$ cat src/rtl/button_event_if.sv
// Button front-end bundle: raw button pins in, event pulses and levels out.
// master = board/driver side, slave = conditioner side.
interface button_event_if;
  logic       btn_inc_raw;
  logic       btn_set_raw;
  logic       btn_sw_raw;
  logic       inc_short;
  logic       inc_long;
  logic       set;
  logic       sw;
  logic [2:0] btn_level;

  modport master (
    output btn_inc_raw, btn_set_raw, btn_sw_raw,
    input  inc_short, inc_long, set, sw, btn_level
  );

  modport slave (
    input  btn_inc_raw, btn_set_raw, btn_sw_raw,
    output inc_short, inc_long, set, sw, btn_level
  );
endinterface

$ cat src/rtl/button_event_conditioner.sv
// Sync, debounce and classify INC/SET/SW buttons into one-hot event pulses.
// Define BTN_ACTIVE_LOW_EN for buttons that pull low when pressed.
module button_event_conditioner #(
  parameter int DEBOUNCE_CYCLES = 1_000_000,
  parameter int LONG_CYCLES     = 50_000_000,
  parameter int CNT_W           = 26
) (
  input  logic           clk,
  input  logic           rst,
  button_event_if.slave  bus
);

  typedef enum logic [1:0] {
    IDLE,
    PRESSED,
    LONG
  } inc_st_e;

  localparam logic [CNT_W-1:0] DB_LAST = CNT_W'(DEBOUNCE_CYCLES - 1);
  localparam logic [CNT_W-1:0] LG_LAST = CNT_W'(LONG_CYCLES - 1);

  // bit order everywhere: {sw, set, inc}
  logic [2:0] raw;
`ifdef BTN_ACTIVE_LOW_EN
  assign raw = ~{bus.btn_sw_raw, bus.btn_set_raw, bus.btn_inc_raw};
`else
  assign raw = {bus.btn_sw_raw, bus.btn_set_raw, bus.btn_inc_raw};
`endif

  logic [2:0]       s1_q, s2_q;
  logic [2:0]       db_q, db_d;
  logic [2:0]       dbp_q;
  logic [CNT_W-1:0] cnt_q [3];
  logic [CNT_W-1:0] cnt_d [3];
  logic [2:0]       rise;

  always_comb begin
    db_d = db_q;
    for (int i = 0; i < 3; i++) begin
      cnt_d[i] = '0;
      if (s2_q[i] != db_q[i]) begin
        if (cnt_q[i] == DB_LAST) db_d[i] = s2_q[i];
        else cnt_d[i] = cnt_q[i] + 1'b1;
      end
    end
  end

  assign rise = db_q & ~dbp_q;

  inc_st_e          st_q, st_d;
  logic [CNT_W-1:0] hc_q, hc_d;
  logic             ev_short, ev_long;

  always_comb begin
    st_d     = st_q;
    hc_d     = hc_q;
    ev_short = 1'b0;
    ev_long  = 1'b0;
    unique case (st_q)
      IDLE: begin
        if (rise[0]) begin
          st_d = PRESSED;
          hc_d = '0;
        end
      end
      PRESSED: begin
        // a release in the threshold cycle still counts as short
        if (!db_q[0]) begin
          ev_short = 1'b1;
          st_d     = IDLE;
        end else if (hc_q == LG_LAST) begin
          ev_long = 1'b1;
          st_d    = LONG;
        end else begin
          hc_d = hc_q + 1'b1;
        end
      end
      LONG: begin
        if (!db_q[0]) st_d = IDLE;
      end
      default: st_d = IDLE;
    endcase
  end

  // {set, sw, long, short}, highest bit wins
  logic [3:0] pend_q, pend_d;
  logic [3:0] out_q, out_d;
  logic [3:0] req;

  always_comb begin
    req   = pend_q | {rise[1], rise[2], ev_long, ev_short};
    out_d = '0;
    if (req[3])      out_d[3] = 1'b1;
    else if (req[2]) out_d[2] = 1'b1;
    else if (req[1]) out_d[1] = 1'b1;
    else if (req[0]) out_d[0] = 1'b1;
    pend_d = req & ~out_d;
  end

  always_ff @(posedge clk or posedge rst) begin
    if (rst) begin
      s1_q   <= '0;
      s2_q   <= '0;
      db_q   <= '0;
      dbp_q  <= '0;
      for (int i = 0; i < 3; i++) cnt_q[i] <= '0;
      st_q   <= IDLE;
      hc_q   <= '0;
      pend_q <= '0;
      out_q  <= '0;
    end else begin
      s1_q   <= raw;
      s2_q   <= s1_q;
      db_q   <= db_d;
      dbp_q  <= db_q;
      for (int i = 0; i < 3; i++) cnt_q[i] <= cnt_d[i];
      st_q   <= st_d;
      hc_q   <= hc_d;
      pend_q <= pend_d;
      out_q  <= out_d;
    end
  end

  assign bus.set       = out_q[3];
  assign bus.sw        = out_q[2];
  assign bus.inc_long  = out_q[1];
  assign bus.inc_short = out_q[0];
  assign bus.btn_level = db_q;

endmodule

$ cat src/flat_wrapper.sv
// flat-port wrapper written by rule: the top's interface ports become plain ports
module button_event_conditioner_flat 
#(
  parameter int DEBOUNCE_CYCLES = 1_000_000,
  parameter int LONG_CYCLES     = 50_000_000,
  parameter int CNT_W           = 26
)
  (clk, rst, bus_btn_inc_raw, bus_btn_set_raw, bus_btn_sw_raw, bus_inc_short, bus_inc_long, bus_set, bus_sw, bus_btn_level);
  button_event_if bus_i ();
  input  logic clk;
  input  logic rst;
  input wire logic [$bits(bus_i.btn_inc_raw)-1:0] bus_btn_inc_raw;
  input wire logic [$bits(bus_i.btn_set_raw)-1:0] bus_btn_set_raw;
  input wire logic [$bits(bus_i.btn_sw_raw)-1:0] bus_btn_sw_raw;
  output wire logic [$bits(bus_i.inc_short)-1:0] bus_inc_short;
  output wire logic [$bits(bus_i.inc_long)-1:0] bus_inc_long;
  output wire logic [$bits(bus_i.set)-1:0] bus_set;
  output wire logic [$bits(bus_i.sw)-1:0] bus_sw;
  output wire logic [$bits(bus_i.btn_level)-1:0] bus_btn_level;
  assign bus_i.btn_inc_raw = bus_btn_inc_raw;
  assign bus_i.btn_set_raw = bus_btn_set_raw;
  assign bus_i.btn_sw_raw = bus_btn_sw_raw;
  assign bus_inc_short = bus_i.inc_short;
  assign bus_inc_long = bus_i.inc_long;
  assign bus_set = bus_i.set;
  assign bus_sw = bus_i.sw;
  assign bus_btn_level = bus_i.btn_level;
  button_event_conditioner #(.DEBOUNCE_CYCLES(DEBOUNCE_CYCLES), .LONG_CYCLES(LONG_CYCLES), .CNT_W(CNT_W)) u_core (.clk(clk), .rst(rst), .bus(bus_i));
endmodule
$ cat config.mk
export PLATFORM = sky130hd
export DESIGN_NAME = button_event_conditioner_flat
export DESIGN_NICKNAME = d
export VERILOG_FILES = /design/src/rtl/button_event_if.sv /design/src/rtl/button_event_conditioner.sv /design/src/flat_wrapper.sv
export SDC_FILE = /design/constraint.sdc
export NUM_CORES = 1
export LEC_CHECK = 0
export BUFFER_PORTS_ARGS = -buffer_cell sky130_fd_sc_hd__buf_2
export CELL_PAD_IN_SITES_DETAIL_PLACEMENT = 1
export CELL_PAD_IN_SITES_GLOBAL_PLACEMENT = 1
export CORE_MARGIN = 2
export CORE_UTILIZATION = 45
export DETAILED_ROUTE_END_ITERATION = 8
export GPL_TIMING_DRIVEN = 0
export PLACE_DENSITY = 0.75
export REMOVE_ABC_BUFFERS = 1
export SYNTH_ARGS = -nofsm -noshare
export SYNTH_HDL_FRONTEND = slang
export SYNTH_SLANG_ARGS = --single-unit
export TNS_END_PERCENT = 10
$ cat constraint.sdc
create_clock -name clk -period 3.79 [get_ports clk]
set_clock_uncertainty 0.2 [all_clocks]
set_input_delay 0.379 -clock clk [delete_from_list [all_inputs] [get_ports clk]]
set_output_delay 0.379 -clock clk [all_outputs]
set_load 0.01 [all_outputs]
# [After elaboration in Yosys (flattened, before gate mapping)]
# Cells that the tools add are included.
[totals] reg_bits=126 out_inout_bits=7 wordCells=70
[classes] n_addsub=4 eq_ne=14 muxes=27 bitwise=5 reduce_logical=7
[op_table] cell="26-bit two-way mux" n=9
[op_table] cell="26-bit by 1-bit adder with 26-bit output (second input constant)" n=4
[op_table] cell="26-bit by 20-bit equality test with 1-bit output (second input constant)" n=3
[op_table] cell="26-bit case mux with 2 select lines" n=1
[op_table] cell="26-bit equality test (second input constant)" n=1
[op_table] cell="1-bit two-way mux" n=10
[op_table] cell="2-bit two-way mux" n=5
[op_table] cell="2-bit case mux with 3 select lines" n=1
[op_table] cell="2-bit AND reduction" n=3
[op_table] cell="4-bit bitwise AND" n=1
[op_table] cell="2-bit by 1-bit != test with 1-bit output (second input constant)" n=2
[op_table] cell="2-bit != test (second input constant)" n=2
[op_table] cell="4-bit inverter" n=1
[op_table] cell="4-bit bitwise OR" n=1
[op_table] cell="4-bit AND reduction" n=1
[op_table] cell="3-bit bitwise AND" n=1
[op_table] cell="3-bit two-way mux" n=1
[op_table] cell="1-bit != test" n=3
[op_table] cell="3-bit != test (second input constant)" n=1
[op_table] cell="3-bit inverter" n=1
[op_table] cell="3-bit AND reduction" n=1
[op_table] cell="2-bit by 1-bit equality test with 1-bit output (second input constant)" n=1
[op_table] cell="2-bit equality test (second input constant)" n=1
[op_table] cell="2-bit logical NOT" n=1
[op_table] cell="2-bit nonzero test" n=1

# [Logic depth before layout (Yosys ltp)]
[logic_depth] word_depth=11 mapped_depth=8

# [Worst setup path after synthesis]
# No wires, ideal clock.
[synth_timing] path_kind="flip-flop to flip-flop" start="reg u_core.hc_q[24]" end="reg u_core.hc_q[0]" setup_ns=0.127 arrival_ns=1.825 path_slack_ns=1.637 path_stages_with_launch=7 synth_period_minus_slack_ns=2.153 cell_sequence="dfrtp_1 -> or4b_1 -> nor4_1 -> and4_1 -> buf_6 -> or2b_4 -> mux2_1"
[synth_via] elab_chain_cells=3
[synth_rtl] item="from (decl)" line="button_event_conditioner.sv:51" source="logic [CNT_W-1:0] hc_q, hc_d;"
[synth_rtl] item="from (signal assigned)" line="button_event_conditioner.sv:108" source="hc_q <= '0;"
[synth_rtl] item="from (signal assigned)" line="button_event_conditioner.sv:118" source="hc_q <= hc_d;"
[synth_rtl] item="26-bit equality test" line="button_event_conditioner.sv:71" source="end else if (hc_q == LG_LAST) begin"
[synth_rtl] item="2-bit != test (no line)"
[synth_rtl] item="4-bit AND reduction (no line)"
# Every way passes these cells.
# A chain may end at the register's enable or synchronous reset.

==> impl_results.md <==
* Status: complete, no violations
* Psw at around 630 uW
* Ys flop type: dfrtp_1
* Max Cap Viol at 0
* Initial core utilization at 45.8%
* Hold Crit Class: register to register
* Core region area at around 13000 sq um
* Nets at between 600 and 700
* Synth top area share at 52.0%
* Most frequent cells in the layout: dfrtp_1 (125), nor2_1 (110), xor2_1 (49)
* Non-filler cells, final at between 800 and 900
* Slew headroom at between 30% and 40%
* Register area at ~3100 sq um
* WS Path Type: register to register
* Clk slew on worst S/H paths at about 0.050 ns
* Fin crit period at 2.77 ns
* WL/cell at approximately 16 um
* Number of global-route vias before repair at about 4800
* Actual slew at the worst max-slew pin at 0.943 ns
* Arrival time at the worst endpoint at approximately 2.8 ns
* Routed via count at 4394
* Sw frac at approximately 21%
* Global-route wire length before repair at approximately 23000 um
* Post-Route Setup TNS at 0 ns
* Fin crit share at between 70% and 80%
* # setup viols final at 0
* Fmax at 0.361 GHz
* Post-DP HPWL at approximately 8400 um
* Leakage at roughly 0.003 uW
* Synth area leader: dfrtp_1
* Initial antenna violation count at 0
* Synth Register Bits at approximately 130
* Ant. Diodes at 0
* Post-route ant nets at 0
* Io pins at 12
* Row count at 42
* Seq/Total Area, Yosys at between 50% and 60%
* Initial drt markers at between 200 and 300
* Peak supply drop at roughly 0.37 mV
* RSZ-0062 raised after global routing: no
* H-tree levels at 4
* Max clock buf depth at 2
* DR vias/cell at roughly 5.4
* Ys async rst share at 100%
* Root Driver: clkbuf_16
* Die ar. at 14300 sq um
* Most common cell after layout, fill and taps aside: dfrtp_1
* Mapped Avg Cell Area at about 10 sq um
* Mapped Area at ~6000 sq um
* CTS tree: yes
* Placed Instances at between 700 and 800
* Drt total wl at approximately 13000 um
* EDFF count, synth at 0
* CP Launch Type: register
* CTS buffer count at 17
* Reg power frac at between 40% and 50%
* Area grow syn2layout at 14.0%
* Pwr/cell area at roughly 440 nW/um^2
* Required @ worst endpoint at about 3.9 ns
* Worst Path Max Fanout at 26
* Footprint of the multi-input gates at roughly 2700 sq um
* Global Route Usage Sum at 20.2%
* Routability cong. at between 0.7 and 0.8
* Die height at about 120 um
* Die X-Extent at approximately 120 um
* Post-Synthesis Cells at ~600
* DRT Pass-1 Iters at 4
* Clk sink count at 125
* Number of warnings issued by yosys at 0
* Largest net degree at the start of global routing at a little over 70
* Hold Vio Cnt, Final at 0
* GRT Residual Overflow at 0
* Final-layout fill cell count at approximately 1500
* Cell-internal power at 2410 uW
* CP Capture Type: register
* Post-CTS setup buffers at 0
* Netlist cell types at 46
* Clk pwr share at between 50% and 60%
* IO Port Bufs at 11
* Detailed-route DRC error count at 0
* Max-slew violations at 0
* Worst-Skew Late Latency at between 0.4 and 0.5 ns
* Largest cells by area after synthesis: dfrtp_1 (52%), xor2_1 (7.1%), nor2_1 (6.9%)
* Combinational share of power at under 10%
* Share of layout cells above drive strength 1 at approximately a tenth
repair_timing:
item / CTS / global route
hold buffers: 4 / 0
endpoints found under the hold margin: 58 / 0
resized for setup: 0 / 0
per-stage QoR:
step | utilization, % | hold WS (ns) | worst slack, ns | area (sq um) | total power [uW]
final | 52.2 | 0.154 | 1.02 | 6860 | 3040
after global routing | 52.2 | 0.157 | 0.765 | 6860 | 3150
after CTS | 52.2 | 0.150 | 0.964 | 6860 | 3070
after detailed placement | 47.4 | 0.138 | 0.989 | 6230 | 1450
after global placement | 47.1 | 0.136 | -1.51 | 6180 | 1440
after floorplan | - | 0.131 | -0.117 | 5910 | 1420
cell families (layout without fill, tap and decap cells):
logic type / after synthesis / count (layout) / synth area share, %
AOI/OAI and AO/OA: 28 / 28 / 3.03
xor gates and xnor gates: 88 / 88 / 12.8
adders and majority gates: 4 / 4 / 0.831
buffers and inverters: 32 / 62 / 2.70
DFF: 125 / 125 / 52.0
muxes: 4 / 4 / 0.748
and+or+nand+nor: 320 / 320 / 27.9
worst paths after layout:
check	start	end	slack, ns	depth (start not counted)
hold reg to reg	u_core.s1_q[1]$_DFF_PP0_	u_core.s2_q[1]$_DFF_PP0_	0.15	0
max in group asynchronous	rst	u_core.cnt_q[14]$_DFF_PP0_	2.30	4
setup reg to reg	u_core.cnt_q[0]$_DFF_PP0_	u_core.cnt_q[11]$_DFF_PP0_	1.02	6
hold / removal	u_core.s1_q[1]$_DFF_PP0_	u_core.s2_q[1]$_DFF_PP0_	0.15	0
setup / recovery	u_core.cnt_q[0]$_DFF_PP0_	u_core.cnt_q[11]$_DFF_PP0_	1.02	6
min in group asynchronous	rst	u_core.cnt_q[61]$_DFF_PP0_	0.38	3
final cells by class:
type | count | area share, %
Inverter | 14 | 0.839
Multi-Input combinational cell | 444 | 39.9
Sequential cell | 125 | 45.6
Tap cell | 176 | 3.21
Clock inverter | 7 | 1.24
Clock buffer | 24 | 7.31
Timing Repair Buffer | 17 | 1.95
cells in the mapped netlist, types with 2 or more instances:
master / instances
dfrtp_1: 125
nor2_1: 110
xor2_1: 49
nand2_1: 40
xnor2_1: 39
nand4_1: 36
nand3_1: 27
and3_1: 19
and4_1: 17
nor3_1: 15
inv_1: 14
nor4_1: 13
buf_2: 10
or3_1: 7
a21oi_1: 6
a21oi_2: 6
and2_1: 5
o21ai_1: 5
or4_1: 5
ha_1: 4
nand2b_1: 4
nor4b_1: 4
or2_2: 4
buf_4: 3
clkbuf_1: 3
mux2_2: 3
o21ai_0: 3
nor2_2: 2
nor2b_1: 2
nor4bb_1: 2
o211ai_1: 2
o21a_1: 2
o31ai_1: 2
power groups by stage:
stage,Clock [uW],Sequential [uW],Combinational (uW)
detailed placement,0,1380,65.6
CTS,1650,1360,69.4
global route,1710,1360,78.7
floorplan,0,1380,43.4
global placement,0,1380,58.7
finish,1620,1360,66.2
flip-flops by register name, summed over array words and instances (netlist names), 3 cells and up:
register and count:
u_core.dbp_q 3, u_core.s1_q 3, u_core.pend_q 3, u_core.s2_q 3, u_core.cnt_q 78, u_core.bus.btn_level 3
u_core.hc_q 26, u_core.out_q 4
critical path: stages, from the launching register on:
cell and delay, ns:
dfrtp_1 0.39, ha_1 0.22, nand4_1 0.31, or2_2 0.43, nor3_2 0.22, or2_1 0.72
nor2_1 0.12
metal layers:
layer	vias up	routed length, um	global-route usage, %
li1	2121	-	-
met1	2226	5970	25.7
met2	35	6610	34.0
met3	12	303	5.42
met4	0	122	5.96
met5	-	0	0
Note: power is estimated with default switching activity, not from simulation.
